**src/rtl/mips_dmem_ws.sv**
```systemverilog
// mips_dmem_ws: word-addressed data RAM with a req/ready handshake, programmable
// wait states, byte-lane writes and error reporting. It sits between the core's data
// port and storage, so the core can run against slow memory models unchanged.
//
// Optional feature: define DMEM_MMIO_EN to decode MMIO_ADDR to the mmio_out register.
// Without it, mmio_out is tied to zero and MMIO_ADDR is an ordinary out-of-range address.
//
// Ports:
//   clk        rising-edge clock
//   rst        synchronous active-low reset
//   req        access request (level), sampled only while idle
//   we         1 = write, 0 = read; sampled with req
//   addr[31:0] byte address; sampled with req
//   be[3:0]    byte enables, be[i] -> writedata[8i+7:8i]; sampled with req
//   writedata  write data; sampled with req
//   readdata   read data, valid while ready=1 and err=0
//   ready      one-cycle response strobe
//   err        access error, valid with ready
//   busy       high while an access is in flight
//   mmio_out   MMIO output register
module mips_dmem_ws #(
    parameter int unsigned DEPTH       = 64,
    parameter int unsigned WAIT_STATES = 2,
    parameter logic [31:0] MMIO_ADDR   = 32'hFFFF_FFF0
) (
    input  logic        clk,
    input  logic        rst,
    input  logic        req,
    input  logic        we,
    input  logic [31:0] addr,
    input  logic [3:0]  be,
    input  logic [31:0] writedata,
    output logic [31:0] readdata,
    output logic        ready,
    output logic        err,
    output logic        busy,
    output logic [31:0] mmio_out
);

    localparam int unsigned IW    = $clog2(DEPTH);
    localparam int unsigned CW    = 4;
    localparam logic [31:0] LIMIT = 32'(DEPTH * 4);

    typedef enum logic [1:0] {
        S_IDLE = 2'd0,
        S_WAIT = 2'd1,
        S_RESP = 2'd2
    } state_t;

    logic [31:0]   mem [DEPTH];
    state_t        state;
    logic [CW-1:0] cnt;

    // Copies of the request taken at acceptance; later input changes are ignored.
    logic          lat_we;
    logic [IW-1:0] lat_idx;
    logic [3:0]    lat_be;
    logic [31:0]   lat_wd;
    logic          lat_err;
    logic          lat_mmio;

    // Decode of the live request inputs.
    logic          in_mmio;
    logic          in_err;
    logic [IW-1:0] in_idx;

    // Access attributes used when entering RESP (live inputs on a zero-wait accept).
    logic          acc_we;
    logic [IW-1:0] acc_idx;
    logic          acc_err;
    logic          acc_mmio;
    logic [31:0]   resp_data;

    logic          commit;

`ifdef DMEM_MMIO_EN
    assign in_mmio = (addr == MMIO_ADDR);
`else
    logic unused_mmio_addr;
    assign unused_mmio_addr = ^MMIO_ADDR;
    assign in_mmio = 1'b0;
`endif

    assign in_idx = addr[IW+1:2];
    assign in_err = (addr[1:0] != 2'b00) || ((addr >= LIMIT) && !in_mmio);

    // Select the live request on a direct IDLE->RESP path, otherwise the latched one.
    always_comb begin
        acc_we   = lat_we;
        acc_idx  = lat_idx;
        acc_err  = lat_err;
        acc_mmio = lat_mmio;
        if (state == S_IDLE) begin
            acc_we   = we;
            acc_idx  = in_idx;
            acc_err  = in_err;
            acc_mmio = in_mmio;
        end
    end

    // Response word: zero for errors and writes, the MMIO register or the RAM word otherwise.
    always_comb begin
        resp_data = '0;
        if (!acc_err && !acc_we) begin
            resp_data = acc_mmio ? mmio_out : mem[acc_idx];
        end
    end

    // Write commit happens on the edge that ends RESP, unless reset is asserted.
    assign commit = rst && (state == S_RESP) && lat_we && !lat_err;

    // Request capture.
    always_ff @(posedge clk) begin
        if (!rst) begin
            lat_we   <= 1'b0;
            lat_idx  <= '0;
            lat_be   <= '0;
            lat_wd   <= '0;
            lat_err  <= 1'b0;
            lat_mmio <= 1'b0;
        end else if (state == S_IDLE && req) begin
            lat_we   <= we;
            lat_idx  <= in_idx;
            lat_be   <= be;
            lat_wd   <= writedata;
            lat_err  <= in_err;
            lat_mmio <= in_mmio;
        end
    end

    // Access sequencer: IDLE -> WAIT -> RESP -> IDLE with registered outputs.
    always_ff @(posedge clk) begin
        if (!rst) begin
            state    <= S_IDLE;
            cnt      <= '0;
            ready    <= 1'b0;
            err      <= 1'b0;
            readdata <= '0;
            busy     <= 1'b0;
        end else begin
            case (state)
                S_IDLE: begin
                    ready    <= 1'b0;
                    err      <= 1'b0;
                    readdata <= '0;
                    if (req) begin
                        busy <= 1'b1;
                        if (WAIT_STATES == 0) begin
                            state    <= S_RESP;
                            ready    <= 1'b1;
                            err      <= acc_err;
                            readdata <= resp_data;
                        end else begin
                            state <= S_WAIT;
                            cnt   <= CW'(WAIT_STATES);
                        end
                    end
                end
                S_WAIT: begin
                    cnt <= cnt - CW'(1);
                    if (cnt == CW'(1)) begin
                        state    <= S_RESP;
                        ready    <= 1'b1;
                        err      <= acc_err;
                        readdata <= resp_data;
                    end
                end
                S_RESP: begin
                    state    <= S_IDLE;
                    ready    <= 1'b0;
                    err      <= 1'b0;
                    readdata <= '0;
                    busy     <= 1'b0;
                end
                default: begin
                    state    <= S_IDLE;
                    ready    <= 1'b0;
                    err      <= 1'b0;
                    readdata <= '0;
                    busy     <= 1'b0;
                end
            endcase
        end
    end

    // RAM byte-lane write; contents are deliberately not cleared by reset.
    always_ff @(posedge clk) begin
        if (commit && !lat_mmio) begin
            for (int i = 0; i < 4; i++) begin
                if (lat_be[i]) begin
                    mem[lat_idx][8*i +: 8] <= lat_wd[8*i +: 8];
                end
            end
        end
    end

`ifdef DMEM_MMIO_EN
    // MMIO output register, byte-lane writable.
    always_ff @(posedge clk) begin
        if (!rst) begin
            mmio_out <= '0;
        end else if (commit && lat_mmio) begin
            for (int i = 0; i < 4; i++) begin
                if (lat_be[i]) begin
                    mmio_out[8*i +: 8] <= lat_wd[8*i +: 8];
                end
            end
        end
    end
`else
    assign mmio_out = '0;
`endif

endmodule

```
**config.mk**
```make
export PLATFORM = sky130hd
export DESIGN_NAME = mips_dmem_ws
export DESIGN_NICKNAME = d
export VERILOG_FILES = /design/src/rtl/mips_dmem_ws.sv
export SDC_FILE = /design/constraint.sdc
export NUM_CORES = 2
export LEC_CHECK = 0
export CAP_MARGIN = 15
export CORE_MARGIN = 3
export CORE_UTILIZATION = 62
export DETAILED_ROUTE_END_ITERATION = 8
export PLACE_DENSITY = 0.79
export SYNTH_ARGS = -nofsm -noshare
export SYNTH_HDL_FRONTEND = slang
export SYNTH_SLANG_ARGS = --single-unit
```
**constraint.sdc**
```tcl
create_clock -name clk -period 3.7 [get_ports clk]
set_clock_uncertainty 0.2 [all_clocks]
set_input_delay 0.37 -clock clk [delete_from_list [all_inputs] [get_ports clk]]
set_output_delay 0.37 -clock clk [all_outputs]
set_load 0.05 [all_outputs]
```
==> flow_summary.toml <==
[placement]
io_buffers = 106
hpwlAfterDp_mm = 179
place_inst = 8114
place_congestion = 0.977
pre_cts_ws_ps = -584

[worst_setup_path]
endpoint_kind = "register"
crit_end = "readdata[10]"
required_ps = 4290
r2r_slack_ps = -20
path_class = "reg2reg"
max_stage_delay_ps = 1070
reg2reg_depth = 9
crit_slowest_cell = "nor2_1"
startpoint = "state[0]"
crit_fanout = 21
cp_common_cell = "buf_12"
crit_arrival_ps = 4310
regToRegStartpoint = "state[0]"
worstSetupStartpointType = "register"
reg2reg_to = "readdata[10]"
path_cells = "buf_12 -> or3b_1 -> nand2_4 -> buf_12 -> buf_4 -> nor2_1 -> o21ai_0 -> a311o_1 -> nand4_1"

[sta]
slew_viol_final = 0
tns_ps = -28.7
relSlewSlack = 0.0424
rsz0062_at_grt = "false"
final-setup-viol-count = 2
period_minus_slack_ps = 3720
final_hold_viol_count = 0
worst_slew_pin_slew_ps = 1430
max_clock_freq_ghz = 0.269
hold_ws_ps = 43.1
setup_ws_ps = -21.4
post-route-period-util = 1.01

[detailed_routing]
ant_nets = 0
wl_per_cell_um = 31.9
vias = 59866
remaining_drc_errors = 0
wl_mm = 273
dr.first_iter.drc_count = 10744
first_pass_iters = 7
via_per_inst = 7.01

[floorplanning]
core-area_sq_um = 136000
fp.dieH_um = 377
ios = 139
start_util = 0.627
row_count = 135
dieArea_sq_um = 142000
die_x_um = 377

[yosys]
syn_inst = 5966
ys_types = 85
seq_area_frac_synth = 0.741
synth_seq_cells = 2133
syn_avg_cell_area_sq_um = 14.3
synth_area_leaders = "edfxtp_1 72%, nand2_1 5.0%, nand3_1 2.3%"
netlist.area_leader.share = 0.721
ys.flop_type = "edfxtp_1"
syn-cell-area_sq_um = 85300
synth_area_leader_cell = "edfxtp_1"
synth-edff-count = 2048
async_reset_ff_frac = 0
ys_warn_count = 0

[power]
powerDensity_nw_per_um2 = 539
power_frac_seq = 0.501
p_leak_uw = 0.0345
p_sw_uw = 13700
ir_worst_vdd_mv = 0.467
cellInternalPower_uw = 40100
finalPower_uw = 53800
clockPowerShare = 0.376
swShare = 0.255
combPwrFrac = 0.123

[finish]
instances_no_fill = 8545
final_cell_mix = "2048 x edfxtp_1, 1130 x nand2_1, 608 x buf_4"
nets = 6651
drive_gt1_frac = 0.172
syn2layout_area_growth_pct = 17.0
layout_commonest_cell = "edfxtp_1"

[clocking]
post-cts-setup-buffers = 0
clockBufferDepth = 3
clk_latency_ps = 830
cts_max_level = 4
cts_sinks = 2133
cts_tree = "yes"
cts-root-buf = "clkbuf_16"
numCtsBuffers = 202
path_clk_slew_ps = 60

[flow_run]
drv_cap = 0

[global_routing]
grt_max_degree = 75
grt_pass1_wl_mm = 390
grt_pass1_vias = 57555
track_usage = 0.382
antenna_found_initial = 22
gr-total-overflow = 0

[outcome]
violations = "negative setup slack"
status = "finished with violations"

[min_path]
hold_class = "in2reg"
## flip-flops by register name, summed over array words and instances, names as in the netlist
| name | cells |
|---|---|
| readdata | 32 |
| lat_err | 1 |
| ready | 1 |
| lat_be | 4 |
| state | 2 |
| lat_idx | 6 |
| lat_wd | 32 |
| cnt | 4 |
| mem | 2048 |
| lat_we | 1 |
| busy | 1 |
| err | 1 |
## synthesized netlist by cell type (all sizes together), types with 27 or more instances
cell type and count:
edfxtp 2048, a31oi 135, a21oi 64, a311oi 81
a32oi 49, dfxtp 85, a211oi 192, nand2 1139
nand4 48, and3 209, buf 229, a21boi 44
o21ai 142, nand3 394, clkbuf 226, nor2 320
a22oi 37, mux2i 113, mux4 79, a32o 27
## power groups by stage
stage | Sequential, uW | Combinational [uW] | Clock (uW)
finish | 26900 | 6610 | 20200
global route | 26900 | 6780 | 21200
CTS | 27000 | 6270 | 20200
detailed placement | 27500 | 6160 | 0
global placement | 27500 | 6010 | 0
floorplan | 27400 | 3300 | 0
## routing by layer
metal	track usage	up-vias	share of wire
met4	0.226	22	0.074
met2	0.566	5668	0.44
met1	0.496	28871	0.32
met5	0	-	0.00065
li1	-	24125	-
met3	0.127	1180	0.16
## per-stage QoR
stage | cell area, sq um | utilization
floorplan | 85400 | -
global route | 99800 | 0.733
CTS | 99700 | 0.732
finish | 99800 | 0.733
detailed placement | 92800 | 0.682
global placement | 92800 | 0.681
## how the worst min path moves through the flow
stage | start | endpoint | slack (ps) | depth (start not counted)
after global routing | addr[2] | lat_idx[0] | 40 | 3
final | addr[2] | lat_idx[0] | 40 | 3
after detailed placement | err | err | 270 | 2
after floorplan | lat_be[0] | lat_be[0] | 240 | 2
after global placement | err | err | 260 | 2
after CTS | addr[2] | lat_idx[0] | 5 | 3
## kinds of logic after synthesis
| logic type | share of synthesized area |
|---|---|
| AOI/OAI and AO/OA | 0.0857 |
| muxes | 0.0345 |
| adders and majority gates | 0.000293 |
| and+or+nand+nor | 0.112 |
| DFF | 0.741 |
| other | 0.0000439 |
| buffers and inverters | 0.0266 |
## critical path, delay by kind of cell (launching register included)
family	cells	cell delay [ps]
AO/OA/AOI/OAI	2	840
flip-flops	1	520
AND/OR/NAND/NOR	4	1510
buffers and inverters	3	590
## area by class of cell
class | instances | area (sq um)
diodes | 10 | 25.0
clock buffers | 263 | 5450
clock inverters | 118 | 1040
fillers | 7948 | 36300
inverters | 8 | 30.0
multi-input cells | 3401 | 20200
flip-flops and latches | 2133 | 63200
well taps | 1781 | 2230
repair buffers | 831 | 7560
## what timing repair did
action	CTS	global route
endpoints found under the setup margin	5	6
gates resized for setup	6	7
hold buffers	37	0
hold endpoints to repair	37	0
pin swaps	0	1
No activity file was read; power rests on OpenSTA's default activity.
